File: src/rtl/alu_pkg.sv
// Shared definitions for the SimpleRISC ALU execute stage.
// Opcode encodings, controller state encoding and divider iteration count.
package alu_pkg;

  localparam int unsigned OP_W = 5;

  localparam logic [OP_W-1:0] ALU_ADD = 5'd0;
  localparam logic [OP_W-1:0] ALU_SUB = 5'd1;
  localparam logic [OP_W-1:0] ALU_MUL = 5'd2;
  localparam logic [OP_W-1:0] ALU_DIV = 5'd3;
  localparam logic [OP_W-1:0] ALU_MOD = 5'd4;
  localparam logic [OP_W-1:0] ALU_CMP = 5'd5;
  localparam logic [OP_W-1:0] ALU_AND = 5'd6;
  localparam logic [OP_W-1:0] ALU_OR  = 5'd7;
  localparam logic [OP_W-1:0] ALU_NOT = 5'd8;
  localparam logic [OP_W-1:0] ALU_MOV = 5'd9;
  localparam logic [OP_W-1:0] ALU_LSL = 5'd10;
  localparam logic [OP_W-1:0] ALU_LSR = 5'd11;
  localparam logic [OP_W-1:0] ALU_ASR = 5'd12;
  localparam logic [OP_W-1:0] ALU_LD  = 5'd14;
  localparam logic [OP_W-1:0] ALU_ST  = 5'd15;

  // One quotient bit per cycle for a 32-bit datapath.
  localparam int unsigned DIV_CYCLES = 32;

  typedef enum logic [1:0] {
    ST_IDLE = 2'd0,
    ST_DIV  = 2'd1,
    ST_DONE = 2'd2
  } alu_state_e;

endpackage

File: src/rtl/alu_divider.sv
// Iterative unsigned restoring divider, one quotient bit per cycle.
// The first iteration runs on the start edge, so done pulses one cycle after
// the final iteration and quotient/remainder are valid while done is high.
module alu_divider
  import alu_pkg::*;
#(
  parameter int unsigned WIDTH = 32
) (
  input  logic             clk,
  input  logic             rst,
  input  logic             start,
  input  logic             clear,
  input  logic [WIDTH-1:0] dividend,
  input  logic [WIDTH-1:0] divisor,
  output logic             done,
  output logic [WIDTH-1:0] quotient,
  output logic [WIDTH-1:0] remainder
);

  localparam int unsigned CNT_W = $clog2(WIDTH + 1);

  logic [CNT_W-1:0] cnt_q;
  logic             done_q;
  logic [WIDTH-1:0] rem_q, quo_q, dvs_q;
  logic [WIDTH-1:0] src_rem_c, src_quo_c, src_dvs_c;
  logic [WIDTH-1:0] rem_nxt_c, quo_nxt_c;
  logic [WIDTH:0]   trial_c, dvs_ext_c;
  logic             fits_c;

  // One restoring step; on start the step works directly on the new operands.
  always_comb begin
    src_rem_c = start ? '0 : rem_q;
    src_quo_c = start ? dividend : quo_q;
    src_dvs_c = start ? divisor : dvs_q;
    dvs_ext_c = {1'b0, src_dvs_c};
    trial_c   = {src_rem_c, src_quo_c[WIDTH-1]};
    fits_c    = (trial_c >= dvs_ext_c);
    rem_nxt_c = fits_c ? WIDTH'(trial_c - dvs_ext_c) : trial_c[WIDTH-1:0];
    quo_nxt_c = {src_quo_c[WIDTH-2:0], fits_c};
  end

  // Iteration counter, partial remainder and quotient shift register.
  always_ff @(posedge clk or posedge rst) begin
    if (rst) begin
      cnt_q  <= '0;
      done_q <= 1'b0;
      rem_q  <= '0;
      quo_q  <= '0;
      dvs_q  <= '0;
    end else if (clear) begin
      cnt_q  <= '0;
      done_q <= 1'b0;
    end else if (start) begin
      rem_q  <= rem_nxt_c;
      quo_q  <= quo_nxt_c;
      dvs_q  <= divisor;
      cnt_q  <= CNT_W'(WIDTH - 1);
      done_q <= 1'b0;
    end else if (cnt_q != '0) begin
      rem_q  <= rem_nxt_c;
      quo_q  <= quo_nxt_c;
      cnt_q  <= cnt_q - CNT_W'(1);
      done_q <= (cnt_q == CNT_W'(1));
    end else begin
      done_q <= 1'b0;
    end
  end

  assign done      = done_q;
  assign quotient  = quo_q;
  assign remainder = rem_q;

endmodule

File: src/rtl/alu_exec_ctrl.sv
// Execute-stage controller: handshake, operand select, single-cycle ALU,
// E/GT flag register and result hold until writeback.
// Build option: define ALU_DIV_EN to build the iterative divider for div/mod;
// without it div/mod retire in one cycle with a zero result.
module alu_exec_ctrl
  import alu_pkg::*;
#(
  parameter int unsigned WIDTH = 32,
  parameter int unsigned TAG_W = 4
) (
  input  logic             clk,
  input  logic             rst,
  input  logic             flush,
  input  logic             in_valid,
  output logic             in_ready,
  input  logic [4:0]       in_op,
  input  logic [WIDTH-1:0] in_a,
  input  logic [WIDTH-1:0] in_b,
  input  logic [WIDTH-1:0] in_immx,
  input  logic             in_is_imm,
  input  logic [TAG_W-1:0] in_rd,
  output logic             out_valid,
  input  logic             out_ready,
  output logic [WIDTH-1:0] out_result,
  output logic [TAG_W-1:0] out_rd,
  output logic             flag_e,
  output logic             flag_gt,
  output logic             busy
);

  localparam int unsigned SH_W = 5;

  alu_state_e       state_q, state_d;
  logic [WIDTH-1:0] res_q, res_d;
  logic [TAG_W-1:0] rd_q, rd_d;
  logic             flag_e_q, flag_e_d, flag_gt_q, flag_gt_d;
  logic [WIDTH-1:0] b_sel_c, alu_res_c;
  logic [SH_W-1:0]  shamt_c;
  logic             accept_c;

  assign in_ready = (state_q == ST_IDLE) && !flush;
  assign accept_c = in_valid && in_ready;
  assign b_sel_c  = in_is_imm ? in_immx : in_b;
  assign shamt_c  = b_sel_c[SH_W-1:0];

`ifdef ALU_DIV_EN
  logic             mod_q, mod_d;
  logic             div_start_c, div_done;
  logic [WIDTH-1:0] div_quo, div_rem;

  alu_divider #(.WIDTH(WIDTH)) u_div (
    .clk       (clk),
    .rst       (rst),
    .start     (div_start_c),
    .clear     (flush),
    .dividend  (in_a),
    .divisor   (b_sel_c),
    .done      (div_done),
    .quotient  (div_quo),
    .remainder (div_rem)
  );
`endif

  // Single-cycle datapath on the live operands, registered at accept.
  always_comb begin
    alu_res_c = '0;
    case (in_op)
      ALU_ADD, ALU_LD, ALU_ST: alu_res_c = in_a + b_sel_c;
      ALU_SUB: alu_res_c = in_a - b_sel_c;
      ALU_MUL: alu_res_c = in_a * b_sel_c;
`ifdef ALU_DIV_EN
      // Only reaches the result register when the divisor is zero.
      ALU_DIV: alu_res_c = '1;
      ALU_MOD: alu_res_c = in_a;
`endif
      ALU_AND: alu_res_c = in_a & b_sel_c;
      ALU_OR:  alu_res_c = in_a | b_sel_c;
      ALU_NOT: alu_res_c = ~b_sel_c;
      ALU_MOV: alu_res_c = b_sel_c;
      ALU_LSL: alu_res_c = in_a << shamt_c;
      ALU_LSR: alu_res_c = in_a >> shamt_c;
      ALU_ASR: alu_res_c = $unsigned($signed(in_a) >>> shamt_c);
      default: alu_res_c = '0;
    endcase
  end

  // Next-state, result capture and flag update; flush overrides everything.
  always_comb begin
    state_d   = state_q;
    res_d     = res_q;
    rd_d      = rd_q;
    flag_e_d  = flag_e_q;
    flag_gt_d = flag_gt_q;
`ifdef ALU_DIV_EN
    mod_d       = mod_q;
    div_start_c = 1'b0;
`endif
    case (state_q)
      ST_IDLE: begin
        if (accept_c) begin
          rd_d    = in_rd;
          res_d   = alu_res_c;
          state_d = ST_DONE;
          if (in_op == ALU_CMP) begin
            flag_e_d  = (in_a == b_sel_c);
            flag_gt_d = ($signed(in_a) > $signed(b_sel_c));
          end
`ifdef ALU_DIV_EN
          if (((in_op == ALU_DIV) || (in_op == ALU_MOD)) && (b_sel_c != '0)) begin
            state_d     = ST_DIV;
            div_start_c = 1'b1;
            mod_d       = (in_op == ALU_MOD);
          end
`endif
        end
      end
`ifdef ALU_DIV_EN
      ST_DIV: begin
        if (div_done) begin
          res_d   = mod_q ? div_rem : div_quo;
          state_d = ST_DONE;
        end
      end
`endif
      ST_DONE: begin
        if (out_ready) state_d = ST_IDLE;
      end
      default: state_d = ST_IDLE;
    endcase
    if (flush) state_d = ST_IDLE;
  end

  // State, result, tag and flag registers.
  always_ff @(posedge clk or posedge rst) begin
    if (rst) begin
      state_q   <= ST_IDLE;
      res_q     <= '0;
      rd_q      <= '0;
      flag_e_q  <= 1'b0;
      flag_gt_q <= 1'b0;
`ifdef ALU_DIV_EN
      mod_q     <= 1'b0;
`endif
    end else begin
      state_q   <= state_d;
      res_q     <= res_d;
      rd_q      <= rd_d;
      flag_e_q  <= flag_e_d;
      flag_gt_q <= flag_gt_d;
`ifdef ALU_DIV_EN
      mod_q     <= mod_d;
`endif
    end
  end

  assign out_valid  = (state_q == ST_DONE);
  assign busy       = (state_q != ST_IDLE);
  assign out_result = res_q;
  assign out_rd     = rd_q;
  assign flag_e     = flag_e_q;
  assign flag_gt    = flag_gt_q;

endmodule
File: config.mk
export PLATFORM = sky130hd
export DESIGN_NAME = alu_exec_ctrl
export DESIGN_NICKNAME = d
export VERILOG_FILES = /design/src/rtl/alu_pkg.sv /design/src/rtl/alu_divider.sv /design/src/rtl/alu_exec_ctrl.sv
export SDC_FILE = /design/constraint.sdc
export NUM_CORES = 2
export LEC_CHECK = 0
export CAP_MARGIN = 20
export CORE_ASPECT_RATIO = 0.5
export CORE_UTILIZATION = 33
export CTS_CLUSTER_DIAMETER = 60
export CTS_CLUSTER_SIZE = 24
export DETAILED_ROUTE_END_ITERATION = 6
export HOLD_SLACK_MARGIN = 0.02
export PLACE_DENSITY = 0.47
export SETUP_SLACK_MARGIN = 0.1
export SLEW_MARGIN = 20
export SYNTH_ARGS = -nofsm -noshare
export SYNTH_HDL_FRONTEND = slang
export SYNTH_SLANG_ARGS = --single-unit
File: constraint.sdc
create_clock -name clk -period 2.4 [get_ports clk]
set_clock_uncertainty 0.1 [all_clocks]
set_input_delay 0.48 -clock clk [delete_from_list [all_inputs] [get_ports clk]]
set_output_delay 0.48 -clock clk [all_outputs]
set_load 0.01 [all_outputs]
== Word-level counts from Yosys, hierarchy flattened ==
Index checks and enable logic that the tools add are counted.
Storage, ports and cells
  bits of input ports: 111
  output and inout bits: 41
  register bits after elaboration: 40
Cells by class
  multiply operators: 1
  muxes and demuxes: 6
  equality and inequality tests: 16
  shift operators: 3
  reduce and logical (&&, ||, !) cells: 10
  bitwise logic cells: 3
  $add $sub $neg: 2
  order comparisons: 1
Operators with widths (number)
  $pmux 32 s10: 1
  $eq 5x4->1 const B: 7
  $add 32x32->32: 1
  $and 32x32->32: 1
  $eq 32x32->1: 1
  $gt 32x32->1: 1
  $mul 32x32->32: 1
  $mux 32: 1
  $not 32->32: 1
  $or 32x32->32: 1
  $shl 32x5->32: 1
  $shr 32x5->32: 1
  $sshr 32x5->32: 1
  $sub 32x32->32: 1
  $eq 5x3->1 const B: 3
  $mux 2: 3
  $eq 5x1->1 const B: 1
  $eq 5x2->1 const B: 1
  $logic_not 5->1: 1
  $pmux 2 s2: 1
  $reduce_and 2->1: 2
  $ne 3x2->1 const B: 1
  $ne 3x3->1 const B: 1
  $reduce_and 3->1: 1
  6 further kinds: 7

== Depth between registers and ports, before layout ==
  depth in word-level cells: 6
  mapped depth: 34
  gate-level depth less buffers: 28

== Worst setup path before layout ==
No wires, ideal clock.
  path type: in2reg
  start: input in_is_imm
  end: register res_q[31], in the netlist out_result[31]
  setup time: 121 ps
  arrival time: 8932 ps
  setup slack: -6753 ps
  required time: 2179 ps
  path buffers: 7
  cell stages on the path: 31
  cells stage by stage: buf_6 -> buf_6 -> buf_6 -> mux2i_1 -> clkbuf_1 -> buf_1 -> buf_2 -> buf_1 -> nor2_1 -> fa_1 -> inv_1 -> fa_1 -> fa_1 -> fa_1 -> inv_1 -> fa_1 -> inv_1 -> fa_1 -> inv_1 -> fa_1 -> fa_1 -> ha_1 -> a21o_1 -> a21oi_1 -> o21bai_1 -> or4b_2 -> o311ai_0 -> a31oi_1 -> xnor2_1 -> o221ai_1 -> a22o_1
On the way
  longest elaborated chain between the ends: 3
RTL lines
  from (decl): RTL line alu_exec_ctrl.sv:20  | input logic in_is_imm,
  $mux 32 (*): RTL line alu_exec_ctrl.sv:43  | assign b_sel_c = in_is_imm ? in_immx : in_b;
  $mul 32x32->32, or another cell as far along: RTL line alu_exec_ctrl.sv:70  | ALU_MUL: alu_res_c = in_a * b_sel_c;
  $pmux 32 s10 (*): RTL line alu_exec_ctrl.sv:67  | case (in_op)
  to (signal assigned): RTL line alu_exec_ctrl.sv:146  | res_q <= res_d;
  to (decl): RTL line alu_exec_ctrl.sv:34  | logic [WIDTH-1:0] res_q, res_d;
Mark *: on every way between the ends. The rest lies on a longest branch, timed or not.
A chain may end at the register's enable or synchronous reset.

== Final worst setup path ==
Same ends and word-level chain as after synthesis.

==> impl_metrics.env <==
export IMPL_antenna_found_initial=4
export IMPL_synth_edf_count=0
export IMPL_maxSlewHeadroom_pct=44.3
export IMPL_maxCapViolCount=0
export IMPL_drc=0
export IMPL_syn_to_final_growth_pct=55.4
export IMPL_cts_tree="built"
export IMPL_avgRoutedWirePerCell_um=28.9
export IMPL_via_count=29412
export IMPL_htreeDepth=2
export IMPL_cp_end_kind="flop"
export IMPL_placed_area_um2=35500
export IMPL_ys_ff_latch=39
export IMPL_core_rowCount=71
export IMPL_gp_congestion=1.06
export IMPL_first_pass_iters=5
export IMPL_maxClockFrequency_mhz=127
export IMPL_post_dp_hpwl_um=126000
export IMPL_path_clk_slew_ns=0.07
export IMPL_synth_flop_cell="dfrtp_1"
export IMPL_netlist_instances=3245
export IMPL_synth_most_common_cell="nor2_1"
export IMPL_grt_max_degree=40
export IMPL_cts_buffers=5
export IMPL_synth_largest_area_cell="fa_1"
export IMPL_setup_ws_ns=-5.49
export IMPL_die_h_um=199
export IMPL_ys_seq_area_share_pct=3.80
export IMPL_outcome="complete, but fails checks"
export IMPL_slowest_stage="fa_2"
export IMPL_grtUsageTotal_pct=37.6
export IMPL_rsz0062_at_grt="true"
export IMPL_min_period_over_period_pct=329
export IMPL_clock_root_buffer="clkbuf_16"
export IMPL_io_buffers=151
export IMPL_io_pins=152
export IMPL_syn_avg_cell_area_um2=7.91
export IMPL_cpPeakStageDelay_ns=0.54
export IMPL_violations="negative setup slack"
export IMPL_cts_hold_buf=0
export IMPL_crit_path_start_kind="input port"
export IMPL_die_area_um2=78900
export IMPL_clkLatencyLatePin_ns=0.31
export IMPL_wl_um=152000
export IMPL_synth_simple_area_share_pct=16.3
export IMPL_synth_mux_area_share_pct=7.28
export IMPL_synthTopCellsByArea="fa_1 32%, ha_1 11%, nor2_1 7.1%, inv_1 6.7%, nand2_1 5.4%"
export IMPL_worst_path_max_fanout=8
export IMPL_final_nets=4979
export IMPL_synth_cell_types=79
export IMPL_grt_ovfl_total=0
export IMPL_drt_initial_drc_count=3245
export IMPL_drive_above_1_share_pct=35.7
export IMPL_tightest_slew_ns=0.825
export IMPL_hold_path_class="reg2reg"
export IMPL_cp_data_required_time_ns=2.49
export IMPL_synthArstFlopShare_pct=100
export IMPL_coreArea_um2=76000
export IMPL_fp_dieW_um=396
export IMPL_synth_top_family_by_area="adder cells"
export IMPL_period_needed_ns=7.89
export IMPL_cp_arrival_ns=7.98
export IMPL_synth_fp_nets=3986
export IMPL_synth_warning_count=0
export IMPL_synth_xor_area_share_pct=3.16
export IMPL_finalHoldViolCount=0
export IMPL_clock_sinks=39
export IMPL_start_util_pct=33.7
export IMPL_clockBufferDepth=2
export IMPL_grt_pass1_vias=28890
export IMPL_synth_common_cells="484 x nor2_1, 458 x inv_1, 410 x fa_1"
export IMPL_synth_adder_area_share_pct=42.7
export IMPL_setup_viol=34
export IMPL_avgViaCountPerCell=5.59
export IMPL_synth_area_um2=25700
export IMPL_grt_first_pass_wirelength_um=211000
export IMPL_final_cell_area_um2=39900
export IMPL_slew_viol_final=0
export IMPL_ant_nets=0
export IMPL_yosysTopAreaCellShare_pct=32.0
export IMPL_crit_type="in2reg"
export IMPL_synth_compound_area_share_pct=16.5
-- repair_timing --
item,in CTS,in global routing
cloned,6,3
pin swaps,133,163
setup endpoints to repair,35,35
setup buffers,46,55
gates resized for setup,361,332
-- cells by family after synthesis --
kind of cell    after synthesis
mux                         154
fa+ha+maj                   630
buf+inv                     675
simple gates               1019
flops                        39
xor+xnor                     91
compound gates              637
-- registers in the layout (all words and copies together), names as in the netlist --
signal / cells
flag_gt: 1
state_q: 1
out_rd: 4
out_result: 32
flag_e: 1
-- per-stage QoR --
step                utilization [%]  worst slack, ns  instances  TNS [ns]  hold WS [ns]
finish                         52.4            -5.49       5264   -139.55         0.396
global route                   52.4            -5.63       5261   -143.31         0.417
CTS                            49.8            -5.40       5203   -138.76         0.407
detailed placement             46.7            -6.46       5144   -168.85         0.382
global placement               46.7            -6.38       5144   -168.23         0.371
floorplan                         -            -5.62       3245   -132.60         0.414
-- layout by cell type, fill, tap and decap left out, drive strengths merged, types with 11 or more instances in the layout --
| cell type | instances |
|---|---|
| o21bai | 15 |
| a221oi | 20 |
| o2111ai | 11 |
| a21oi | 156 |
| xor2 | 16 |
| a221o | 18 |
| nor2 | 484 |
| o21ai | 132 |
| nor3 | 30 |
| nand3 | 40 |
| o31ai | 11 |
| inv | 465 |
| a21o | 15 |
| nand2b | 18 |
| o221ai | 22 |
| mux2i | 118 |
| a31oi | 22 |
| dfrtp | 39 |
| mux2 | 17 |
| fa | 410 |
| mux4 | 19 |
| buf | 1027 |
| o22ai | 21 |
| o211ai | 32 |
| o21a | 18 |
| xnor2 | 74 |
| nor4 | 14 |
| nand2 | 370 |
| a211oi | 55 |
| clkdlybuf4s50 | 129 |
| dlygate4sd2 | 12 |
| ha | 220 |
-- path summary, 6_finish.rpt --
kind | startpoint | endpoint | slack, ns | cells after the start
min in group asynchronous | rst | out_result[3] | 0.43 | 2
worst max register to register | state_q[1] | out_result[26] | 0.02 | 9
worst min register to register | out_result[13] | out_result[13] | 0.40 | 2
worst max-delay path | in_is_imm | out_result[31] | -5.49 | 31
worst min-delay path | out_result[13] | out_result[13] | 0.40 | 2
max in group asynchronous | rst | out_result[14] | 1.22 | 3
-- cell type report --
| type | instances | area, µm² |
|---|---|---|
| diodes | 3 | 7.51 |
| clock buffers | 5 | 125 |
| clock inverters | 3 | 71.3 |
| fillers | 7363 | 36200 |
| inverters | 475 | 1830 |
| multi-input cells | 2531 | 24600 |
| flip-flops and latches | 39 | 976 |
| well taps | 1022 | 1280 |
| repair buffers | 1186 | 11000 |
-- per-layer routing --
metal  up-vias  track usage, %  wire [µm]
li1      12703               -          -
met3       193            12.7      20100
met2      1565            52.3      59600
met1     14951            55.6      69000
met5         -               0          0
met4         0            7.51       3410
-- critical path: cells and delay by family --
kind,cells,cell delay [ns]
compound gates,7,1.14
mux,1,0.27
buf+inv,11,1.18
xor+xnor,1,0.15
simple gates,2,0.56
fa+ha+maj,9,4.15
Power is left out: the tool's default activity adds up to more than one toggle a clock period on the data nets, which glitch-free logic cannot reach.
